<file path="src/rtl/bcd_ssd_pkg.sv">
// Shared constants, segment patterns and decode helper for the BCD up/down counter with scan driver.
package bcd_ssd_pkg;

   localparam int SEG_W = 8;
   localparam int BCD_W = 4;

   localparam int DEF_DIGITS   = 4;
   localparam int DEF_TICK_DIV = 100_000_000;
   localparam int DEF_SCAN_DIV = 100_000;

   typedef logic [BCD_W-1:0] bcd_t;
   typedef logic [SEG_W-1:0] seg_t;

   // Active-low {a,b,c,d,e,f,g,dp}; dp is always off
   localparam seg_t SEG_0     = 8'h03;
   localparam seg_t SEG_1     = 8'h9F;
   localparam seg_t SEG_2     = 8'h25;
   localparam seg_t SEG_3     = 8'h0D;
   localparam seg_t SEG_4     = 8'h99;
   localparam seg_t SEG_5     = 8'h49;
   localparam seg_t SEG_6     = 8'h41;
   localparam seg_t SEG_7     = 8'h1F;
   localparam seg_t SEG_8     = 8'h01;
   localparam seg_t SEG_9     = 8'h09;
   localparam seg_t SEG_BLANK = 8'hFF;

   function automatic seg_t seg_decode(input bcd_t d);
      case (d)
         4'd0:    return SEG_0;
         4'd1:    return SEG_1;
         4'd2:    return SEG_2;
         4'd3:    return SEG_3;
         4'd4:    return SEG_4;
         4'd5:    return SEG_5;
         4'd6:    return SEG_6;
         4'd7:    return SEG_7;
         4'd8:    return SEG_8;
         4'd9:    return SEG_9;
         default: return SEG_BLANK;
      endcase
   endfunction

endpackage

</file>
<file path="src/rtl/bcd_updown_ssd_digit.sv">
// One BCD digit of the up/down counter; carry/borrow flag that the next inc/dec would roll over.
module bcd_digit
   import bcd_ssd_pkg::*;
(
   input  logic clk,
   input  logic rst_n,
   input  logic inc,
   input  logic dec,
   input  logic clr,
   output bcd_t value,
   output logic carry,
   output logic borrow
);

   bcd_t r_val;

   always_ff @(posedge clk or negedge rst_n) begin
      if (!rst_n)
         r_val <= '0;
      else if (clr)
         r_val <= '0;
      else if (inc)
         r_val <= (r_val == 4'd9) ? 4'd0 : r_val + 4'd1;
      else if (dec)
         r_val <= (r_val == 4'd0) ? 4'd9 : r_val - 4'd1;
   end

   assign value  = r_val;
   assign carry  = (r_val == 4'd9);
   assign borrow = (r_val == 4'd0);

endmodule

</file>
<file path="src/rtl/bcd_updown_ssd.sv">
// N-digit BCD up/down counter with tick prescaler and multiplexed 7-segment scan driver.
// Optional build macro BCD_SSD_BLANK_LEADING_ZERO_EN blanks leading-zero digits above digit 0.
module bcd_updown_ssd
   import bcd_ssd_pkg::*;
#(
   parameter int DIGITS   = DEF_DIGITS,
   parameter int TICK_DIV = DEF_TICK_DIV,
   parameter int SCAN_DIV = DEF_SCAN_DIV
)(
   input  logic                    clk,
   input  logic                    rst_n,
   input  logic                    en,
   input  logic                    up,
   input  logic                    clr,
   output logic [BCD_W*DIGITS-1:0] count,
   output logic                    wrap,
   output logic [SEG_W-1:0]        segs,
   output logic [DIGITS-1:0]       ssd_ctl
);

   localparam int TW = $clog2(TICK_DIV);
   localparam int SW = $clog2(SCAN_DIV);
   localparam int IW = (DIGITS > 1) ? $clog2(DIGITS) : 1;

   localparam logic [TW-1:0] TICK_LAST = TW'(TICK_DIV - 1);
   localparam logic [SW-1:0] SCAN_LAST = SW'(SCAN_DIV - 1);
   localparam logic [IW-1:0] IDX_LAST  = IW'(DIGITS - 1);

   logic [TW-1:0]     r_tick_cnt;
   logic              w_tick;
   logic [DIGITS-1:0] w_inc, w_dec, w_carry, w_borrow;
   bcd_t              w_dig [DIGITS];
   logic              r_wrap;
   logic [SW-1:0]     r_scan_cnt;
   logic [IW-1:0]     r_idx;
   logic [DIGITS-1:0] w_blank;
   seg_t              r_segs;
   logic [DIGITS-1:0] r_ssd_ctl;

   // clr wins over en and suppresses the tick in the same cycle
   assign w_tick = en & ~clr & (r_tick_cnt == TICK_LAST);

   always_ff @(posedge clk or negedge rst_n) begin
      if (!rst_n)
         r_tick_cnt <= '0;
      else if (clr)
         r_tick_cnt <= '0;
      else if (en)
         r_tick_cnt <= (r_tick_cnt == TICK_LAST) ? '0 : r_tick_cnt + TW'(1);
   end

   for (genvar k = 0; k < DIGITS; k++) begin : g_digit
      if (k == 0) begin : g_lsd
         assign w_inc[k] = w_tick & up;
         assign w_dec[k] = w_tick & ~up;
      end else begin : g_upper
         assign w_inc[k] = w_inc[k-1] & w_carry[k-1];
         assign w_dec[k] = w_dec[k-1] & w_borrow[k-1];
      end

      bcd_digit u_digit (
         .clk    (clk),
         .rst_n  (rst_n),
         .inc    (w_inc[k]),
         .dec    (w_dec[k]),
         .clr    (clr),
         .value  (w_dig[k]),
         .carry  (w_carry[k]),
         .borrow (w_borrow[k])
      );

      assign count[k*BCD_W +: BCD_W] = w_dig[k];
   end

   always_ff @(posedge clk or negedge rst_n) begin
      if (!rst_n)
         r_wrap <= 1'b0;
      else
         r_wrap <= (w_inc[DIGITS-1] & w_carry[DIGITS-1]) |
                   (w_dec[DIGITS-1] & w_borrow[DIGITS-1]);
   end

   always_ff @(posedge clk or negedge rst_n) begin
      if (!rst_n) begin
         r_scan_cnt <= '0;
         r_idx      <= '0;
      end else if (r_scan_cnt == SCAN_LAST) begin
         r_scan_cnt <= '0;
         r_idx      <= (r_idx == IDX_LAST) ? '0 : r_idx + IW'(1);
      end else begin
         r_scan_cnt <= r_scan_cnt + SW'(1);
      end
   end

`ifdef BCD_SSD_BLANK_LEADING_ZERO_EN
   // A digit blanks only when it and every digit above it are zero
   always_comb begin
      logic w_run;
      w_run   = 1'b1;
      w_blank = '0;
      for (int i = DIGITS - 1; i > 0; i--) begin
         w_run      = w_run & (w_dig[i] == 4'd0);
         w_blank[i] = w_run;
      end
   end
`else
   assign w_blank = '0;
`endif

   // Select and segments come from the same index sample, so they always match
   always_ff @(posedge clk or negedge rst_n) begin
      if (!rst_n) begin
         r_ssd_ctl <= ~(DIGITS'(1));
         r_segs    <= SEG_0;
      end else begin
         r_ssd_ctl <= ~(DIGITS'(1) << r_idx);
         r_segs    <= w_blank[r_idx] ? SEG_BLANK : seg_decode(w_dig[r_idx]);
      end
   end

   assign wrap    = r_wrap;
   assign segs    = r_segs;
   assign ssd_ctl = r_ssd_ctl;

endmodule

</file>
<file path="config.mk">
export PLATFORM = sky130hd
export DESIGN_NAME = bcd_updown_ssd
export DESIGN_NICKNAME = d
export VERILOG_FILES = /design/src/rtl/bcd_ssd_pkg.sv /design/src/rtl/bcd_updown_ssd_digit.sv /design/src/rtl/bcd_updown_ssd.sv
export SDC_FILE = /design/constraint.sdc
export NUM_CORES = 1
export LEC_CHECK = 0
export BUFFER_PORTS_ARGS = -buffer_cell sky130_fd_sc_hd__buf_2
export CELL_PAD_IN_SITES_DETAIL_PLACEMENT = 0
export CELL_PAD_IN_SITES_GLOBAL_PLACEMENT = 1
export CORE_MARGIN = 3
export CORE_UTILIZATION = 40
export DETAILED_ROUTE_END_ITERATION = 6
export PLACE_DENSITY = 0.81
export SYNTH_ARGS = -nofsm -noshare
export SYNTH_HDL_FRONTEND = slang
export SYNTH_HIERARCHICAL = 1
export SYNTH_SLANG_ARGS = --single-unit
</file>
<file path="constraint.sdc">
create_clock -name clk -period 2.9 [get_ports clk]
set_input_delay 0.435 -clock clk [delete_from_list [all_inputs] [get_ports clk]]
set_output_delay 0.435 -clock clk [all_outputs]
set_load 0.01 [all_outputs]
</file>
Yosys cells after proc, flatten, opt, wreduce, memory -nomap -nowiden
Memories as Yosys holds them, arrays and structs flattened. A register that Yosys moved wholly into a read port is not among the register bits. Index checks and enable logic that the tools add are counted.

Mux-type cells: 31. Shift-type cells: 1. Magnitude comparators: 2. Reductions and logical operators: 10. Multipliers: 0. Eq/ne operators: 7. Bitwise gates (word level): 17. $add $sub $neg: 11. Div/mod/pow operators: 0.

Operators by type and width (number): $mux W4 (22); $mux W27 (3); $add A27 B1 Y27 const B (1); $eq A27 B27 Y1 const B (1); $add A17 B1 Y17 const B (1); $eq A17 B17 Y1 const B (1); $mux W17 (1); $add A4 B1 Y4 const B (4); $eq A4 B4 Y1 const B (4); $logic_not A4 Y1 (4); $sub A4 B1 Y4 const B (4); $and A1 B1 Y1 (12); $reduce_bool A3 Y1 (4); $bmux W4 S2 (1); $mux W8 (1); $not A4 Y4 (1); $shl A1 B2 Y4 const A (1); $ge A3 B3 Y1 const B (1); $lt A2 B3 Y1 const B (1); $not A2 Y3 (1); $add A2 B1 Y2 const B (1); $bmux W1 S2 (1); $eq A2 B2 Y1 const B (1); $mux W2 (1); 5 further kinds (6).

Logic and storage cells: 90. Input port bits: 5. Bits in latches: 0. Output and inout bits: 29. Memory bits (writable): 0. Flip-flop bits (word level): 75. Bits in read-only memories: 112. Memories kept: 1.

Memories: (no name shown) (words 16, bits a word 7, read ports 1, clocked after memory_dff 1, wr ports 0, line bcd_ssd_pkg.sv:28) `case (d)`.

Longest topological paths before layout
Gate-level depths: netlist of run 1.

Depth after elaboration: 10. Gate-level depth with buffers: 11. Mapped depth without buffers: 10.

Modules after synthesis
The synthesis of run 1 kept the hierarchy.

By module, submodules not included: bcd_updown_ssd (instances 1, area each 3241.9 sq um, cells each 332); bcd_digit (instances 4, area each 385.4 sq um, cells each 49).

Worst setup path before layout of run 1
Ideal clock, no wire load.

Path type: register to register. Start point: register r_tick_cnt[0]. End point: register g_digit[3].u_digit.r_val[1]. Required time: 2.771 ns. Clock period less this slack: 2.644 ns. Setup slack: 0.256 ns. Setup time: 0.129 ns. Cell stages (with the launch flop): 11. Path buffers: 0. Arrival time: 2.515 ns. Cell sequence: dfrtp_1 > ha_1 > nand3_1 > or4_4 > nor3_2 > and4_1 > and2_1 > inv_1 > or3_1 > o311ai_1 > a21oi_1.

Cells in the longest elaborated chain, start to end: 8.

RTL lines: start, declared (line bcd_updown_ssd.sv:29) `logic [TW-1:0] r_tick_cnt;`; start signal, assigned (line bcd_updown_ssd.sv:49) `r_tick_cnt <= (r_tick_cnt == TICK_LAST) ? '0 : r_tick_cnt + TW'(1);`; $eq A27 B27 Y1 (*) (line bcd_updown_ssd.sv:41) `assign w_tick = en & ~clr & (r_tick_cnt == TICK_LAST);`; $and A1 B1 Y1 (*) (line bcd_updown_ssd.sv:41); $and A1 B1 Y1 (*) (line bcd_updown_ssd.sv:54) `assign w_inc[k] = w_tick & up;`; $and A1 B1 Y1 (*) (2 in a row) (line bcd_updown_ssd.sv:57) `assign w_inc[k] = w_inc[k-1] & w_carry[k-1];`; via w_inc[2] (line bcd_updown_ssd.sv:31) `logic [DIGITS-1:0] w_inc, w_dec, w_carry, w_borrow;`; $and A1 B1 Y1 (*) (line bcd_updown_ssd.sv:57); via w_inc[3] (line bcd_updown_ssd.sv:31); $mux W4 (line bcd_updown_ssd_digit.sv:22) `else if (inc)`; $mux W4 (line bcd_updown_ssd_digit.sv:20) `else if (clr)`; end signal, assigned (line bcd_updown_ssd_digit.sv:23) `r_val <= (r_val == 4'd9) ? 4'd0 : r_val + 4'd1;`; end signal, assigned (line bcd_updown_ssd_digit.sv:25) `r_val <= (r_val == 4'd0) ? 4'd9 : r_val - 4'd1;`; end, declared (line bcd_updown_ssd_digit.sv:15) `bcd_t r_val;`.

Mark *: on every way through the listed nets, which the timed path passes. The rest lies on a longest branch. A chain may end at the register's enable or synchronous reset.

Worst setup path in the final report of run 1
Start point: register r_tick_cnt[1]. End point: register g_digit[3].u_digit.r_val[3].

RTL lines: $eq A27 B27 Y1 (line bcd_updown_ssd.sv:41); $and A1 B1 Y1 (line bcd_updown_ssd.sv:41); $and A1 B1 Y1 (line bcd_updown_ssd.sv:55) `assign w_dec[k] = w_tick & ~up;`; $and A1 B1 Y1 (line bcd_updown_ssd.sv:58) `assign w_dec[k] = w_dec[k-1] & w_borrow[k-1];`; via w_dec[1] (line bcd_updown_ssd.sv:31); $and A1 B1 Y1 (2 in a row) (line bcd_updown_ssd.sv:58); via w_dec[3] (line bcd_updown_ssd.sv:31); $reduce_bool A3 Y1 (no source line).

The timed path passes the listed nets, and every way through them passes these cells.

==> results of run 1 <==
==> synth_stat cells (all sizes together), types with 12 or more instances <==
cell type and n:
nor2 46, ha 28, dfrtp 70, nand2 55
inv 32, o21ai 28, nor4 13, buf 13
xnor2 12, nand4 13, a21oi 37, nand3 23
a31oi 16
==> final timing paths <==
kind | endpoint | depth (start not counted)
setup / recovery | g_digit[3].u_digit/value[3]$_DFFE_PN0P_ | 10
max in group asynchronous | r_tick_cnt[1]$_DFFE_PN0P_ | 1
hold reg to reg | r_scan_cnt[0]$_DFF_PN0_ | 1
setup reg to reg | g_digit[3].u_digit/value[3]$_DFFE_PN0P_ | 10
hold / removal | g_digit[3].u_digit/value[1]$_DFFE_PN0P_ | 1
min in group clk | r_tick_cnt[8]$_DFFE_PN0P_ | 2
==> logic make-up (layout without fill, tap and decap cells) <==
| group | Yosys count | in the layout | synth area share, % |
|---|---|---|---|
| adder cells (fa/ha/maj) | 28 | 28 | 7.32 |
| buffers and inverters | 53 | 97 | 5.36 |
| multiplexers | 10 | 10 | 2.96 |
| AND/OR/NAND/NOR | 217 | 217 | 24.3 |
| flip-flops | 74 | 74 | 38.8 |
| other | 1 | 1 | 0.0784 |
| XOR/XNOR | 20 | 20 | 3.66 |
| AO/OA/AOI/OAI | 125 | 125 | 17.5 |
==> what timing repair did <==
action                     CTS  global route
buffers inserted             0             1
hold endpoints to repair     0             0
pin swaps                    0             3
resized for setup            3             4
setup endpoints to repair    1             6
==> per-stage QoR <==
| step | TNS (ns) | instances | hold slack (ns) |
|---|---|---|---|
| 2_1_floorplan | 0 | 528 | 0.139 |
| 3_3_place_gp | 0 | 698 | 0.476 |
| 3_5_place_dp | -0.0616 | 698 | 0.482 |
| 4_1_cts | 0 | 714 | 0.285 |
| 5_1_grt | 0 | 715 | 0.317 |
| 6_report | 0 | 715 | 0.231 |
==> sequential cells by signal (all words and copies together) (netlist names) <==
name                   flops
r_tick_cnt                27
r_scan_cnt                17
g_digit.u_digit/value     16
segs                       7
ssd_ctl                    4
r_idx                      2
wrap                       1
==> layout make-up <==
type	count	area [sq um]	area share, %
Sequential cell	74	1860	34.2
Inverter	32	120	2.21
Tap cell	143	179	3.29
Multi-Input combinational cell	401	2690	49.6
Clock buffer	10	229	4.21
Timing Repair Buffer	49	290	5.34
Clock inverter	6	67.6	1.24
==> metal layers <==
metal | vias up | wire length (microns) | global-route usage (%)
li1 | 2007 | - | -
met1 | 1970 | 4960 | 22.3
met2 | 93 | 5100 | 28.0
met3 | 10 | 543 | 4.42
met4 | 0 | 148 | 5.01
met5 | - | 0 | 0
==> critical path, cell delays in order, from the launching register on <==
cell	delay [ns]
dfrtp_1	0.41
ha_2	0.23
nand3_1	0.12
or4_4	0.49
nor3_4	0.18
and3b_2	0.28
and3_4	0.22
nor2_1	0.08
a21oi_1	0.16
nor3b_1	0.07
a311o_1	0.33
==> where the power goes <==
group | switching (mW) | internal, mW | total [mW]
Clock | 0.456 | 0.666 | 1.12
Sequential | 0.0108 | 1.04 | 1.05
Combinational | 0.0590 | 0.0205 | 0.0795
Total | 0.526 | 1.73 | 2.25
==> flow_summary.toml, run 1 <==
[place]
io_buffers = 32
dpl.hpwl_mm = 7.47
dp_slack_ns = -0.0616
place.gp.congestion = 0.841
dpl_cell_area_sq_um = 5110

[synthesis]
synth_edf_count = 0
synth_seq_area_share_pct = 38.8
yosysTopAreaCellShare_pct = 36.6
netlist_area_sq_um = 4780
synth.area.top_cells = "dfrtp_1 37%, ha_1 7.3%, nand2_1 4.3%"
synthCells = 528
synthFlopType = "dfrtp_1"
ys_types = 66
ys_seq_elements = 74
syn-num-nets = 561
synthArstFlopShare_pct = 100
yosysWarnings = 13
yosysTopAreaCell = "dfrtp_1"
avgSynthCellArea_sq_um = 9.06

[clock_network]
numCtsBuffers = 9
clock-root-buffer = "clkbuf_16"
cts_max_level = 3
cts_sinks = 74
cts_hold_buf = 0
path_clk_slew_ns = 0.06
clockBufferDepth = 2
insertion_delay_ns = 0.34
cts_tree = "done"

[worst_setup_path]
cp-start-kind = "flop"
path_class = "flop to flop"
required_ns = 3.12
rrSetupSlack_ns = 0.21
worst-path-max-fanout = 7
setup.worst_path.start = "r_tick_cnt[1]$_DFFE_PN0P_"
cp.arrival_ns = 2.91
reg2reg_from = "r_tick_cnt[1]$_DFFE_PN0P_"
cp-end-kind = "flop"

[sta]
period_needed_ns = 2.69
slew-limit-headroom_pct = 33.6
drv_slew = 0
rsz0062_at_grt = "false"
worstMarginPinSlew_ns = 0.996
setup_slack_ns = 0.209
setup_violations = 0
finalHoldViolations = 0
fmax_mhz = 372
clock_skew_ns = 0.00526
finalCritPeriodShare_pct = 92.8

[routing]
remaining_drc_errors = 0
vias_per_cell = 5.71
vias = 4080
first_iter_violations = 448
ant_nets = 0
wl_mm = 10.8
firstDrtPassIters = 5
drt-wirelength-per-cell_microns = 15.0

[die]
rows = 39
fp.dieH_microns = 115
io_pins = 34
placeableCoreArea_sq_um = 11600
fp.dieArea_sq_um = 13300
start_util_pct = 41.4
die_x_microns = 115

[flow_run]
drv_cap = 0

[finish]
final_core_util_pct = 47.0
drive_above_1_share_pct = 16.8
antenna_cells = 0
layout_commonest_cell = "dfrtp_1"
stdcell_area_sq_um = 5440
final_cell_mix = "70 x dfrtp_1, 55 x nand2_1, 46 x nor2_1"
syn_to_final_growth_pct = 13.7
fillCellCount = 1069
final_nets = 600

[grt]
grtUsageTotal_pct = 17.1
antenna_found_initial = 0
grt-ovfl-total = 0
grt_pass1_wl_mm = 18.3
grt_pass1_vias = 3801
grt_max_degree = 75

[pwr]
p_per_area_nw_per_um2 = 414
p_total_mw = 2.25
p_leak_nw = 2.33
peakVddDrop_uv = 372

[outcome]
status = "finished clean"

[hold_path]
hold_path.class = "input port to asynchronous set/reset pin"
(Power assumes the default switching activity.)
==> run 2, diff against run 1 <==
Clock period 2.9 ns to 3.5 ns, I/O delays scaled along.
==> run 2 against run 1 <==
Against the previous run: final cell count is 2.0% lower; critical path depth stayed put; flip-flop and latch count stayed put; cell area is 2.4% lower; clock power is 16% lower; routed wire length is 0.14% lower; total power is 17% lower; via count is 1.4% lower; maximum frequency is 10% lower; worst hold slack better by 0.071 ns; combinational power is 22% lower; non-clock buffer count is 14 lower; largest cell class unchanged; largest power group unchanged.
==> flow_summary.toml, run 2 (synthesis results as in run 1) <==
[worst_setup_path]
path_class = "flop to flop"
reg2reg_from = "r_tick_cnt[0]$_DFFE_PN0P_"
cp_num_buf_inv = 0
cp-end-kind = "flop"
critPathMaxStageDelay_ns = 0.61
rrSetupSlack_ns = 0.51
setup.worst_path.start = "r_tick_cnt[0]$_DFFE_PN0P_"
worst-path-max-fanout = 7
path_cells = "ha_1 > nand3_1 > or4_4 > nor3_2 > and3b_1 > and3_1 > nor2_1 > a21oi_1 > nor3b_1 > a311o_1"
cp_slowest_cell = "or4_4"
critPathTopFamily = "simple AND/OR/NAND/NOR gates"
cp-start-kind = "flop"
required_ns = 3.72
cp.arrival_ns = 3.21

[clock_network]
clock-root-buffer = "clkbuf_16"
clockBufferDepth = 2
cts_tree = "done"
path_clk_slew_ns = 0.07
post-cts-setup-buffer-count = 0
cts_resized = 0
numCtsBuffers = 9
cts_sinks = 74
cts_hold_buf = 0
cts_max_level = 3
insertion_delay_ns = 0.34

[sta]
finalHoldViolations = 0
fmax_mhz = 335
finalCritPeriodShare_pct = 85.4
setup_violations = 0
slew-limit-headroom_pct = 34.4
rsz0062_at_grt = "false"
drv_slew = 0
finalSetupTns_ns = 0
setup_slack_ns = 0.511
period_needed_ns = 2.99
worstMarginPinSlew_ns = 0.985
clock_skew_ns = 0.0121

[hold_path]
hold_path.class = "input port to asynchronous set/reset pin"

[routing]
first_iter_violations = 343
remaining_drc_errors = 0
wl_mm = 10.7
firstDrtPassIters = 4
dr_wl_met2_mm = 5.07
wl_met1_mm = 5.07
vias_per_cell = 5.74
ant_nets = 0
top_layer_used = "met4"
drt-wirelength-per-cell_microns = 15.3
vias = 4024
route.met3.wl_microns = 504

[finish]
largest-register = "r_tick_cnt"
layout_commonest_cell = "dfrtp_1"
final_nets = 586
largest_reg_flops = 27
drive_above_1_share_pct = 13.8
syn_to_final_growth_pct = 11.0
antenna_cells = 0
final_cell_mix = "70 x dfrtp_1, 55 x nand2_1, 46 x nor2_1"

[flow_run]
drv_cap = 0

[die]
placeableCoreArea_sq_um = 11600
fp.dieH_microns = 115
io_pins = 34
fp.dieArea_sq_um = 13300
rows = 39
die_x_microns = 115
start_util_pct = 41.4

[grt]
grt_pass1_vias = 3745
grt_pass1_wl_mm = 18.3
grt-ovfl-total = 0
grtUsageTotal_pct = 17.0
antenna_found_initial = 0
grt_max_degree = 75

[place]
dp_slack_ns = 0.525
place.gp.congestion = 0.850
dpl.hpwl_mm = 7.35
io_buffers = 32

[outcome]
status = "finished clean"

[pwr]
p_leak_nw = 2.26
peakVddDrop_uv = 227
p_per_area_nw_per_um2 = 352
-- run 2: changes by cell type in the layout (fill, tap and decap cells not counted), sizes merged --
cell,change
buf,-14
clkinvlp,-3
clkinv,+3
-- run 2: final timing paths --
check                           cells after the start                                      end
worst max-delay path                               10  g_digit[3].u_digit/value[3]$_DFFE_PN0P_
max in group asynchronous                           1               r_tick_cnt[11]$_DFFE_PN0P_
min in group clk                                    2                r_tick_cnt[8]$_DFFE_PN0P_
worst min register to register                      1                  r_scan_cnt[0]$_DFF_PN0_
worst max register to register                     10  g_digit[3].u_digit/value[3]$_DFFE_PN0P_
worst min-delay path                                1  g_digit[1].u_digit/value[3]$_DFFE_PN0P_
-- run 2: layout make-up --
type | count | area [sq um]
flip-flops and latches | 74 | 1860
repair buffers | 35 | 185
multi-input cells | 401 | 2670
clock inverters | 6 | 67.6
clock buffers | 10 | 229
well taps | 143 | 179
inverters | 32 | 120
fillers | 1102 | 6260
-- run 2: metrics by stage --
step | cell area (sq um) | hold WS, ns | power, mW | std cells | utilization, %
finish | 5310 | 0.302 | 1.87 | 701 | 45.9
global route | 5310 | 0.422 | 1.94 | 701 | 45.9
CTS | 5310 | 0.377 | 1.90 | 701 | 45.9
detailed placement | 5010 | 0.477 | 0.951 | 685 | 43.3
global placement | 5010 | 0.478 | 0.949 | 685 | 43.3
floorplan | 4780 | 0.229 | 0.919 | 528 | -
-- run 2: per-layer routing --
layer | global-route usage (%) | vias to the layer above
met5 | 0 | -
met3 | 5.00 | 9
met2 | 27.5 | 86
met4 | 4.62 | 0
li1 | - | 1970
met1 | 22.4 | 1959
-- run 2: report_power, final --
part | total (mW) | internal, mW | switching [mW]
Combinational | 0.0619 | 0.0148 | 0.0472
Sequential | 0.872 | 0.862 | 0.00963
Clock | 0.936 | 0.554 | 0.383
-- run 2: worst reg2reg max path: stages (launching register included) --
cell and delay, ns:
dfrtp_1 0.41, ha_1 0.22, nand3_1 0.18, or4_4 0.61
nor3_2 0.26, and3b_1 0.32, and3_1 0.25, nor2_1 0.11
a21oi_1 0.14, nor3b_1 0.06, a311o_1 0.33
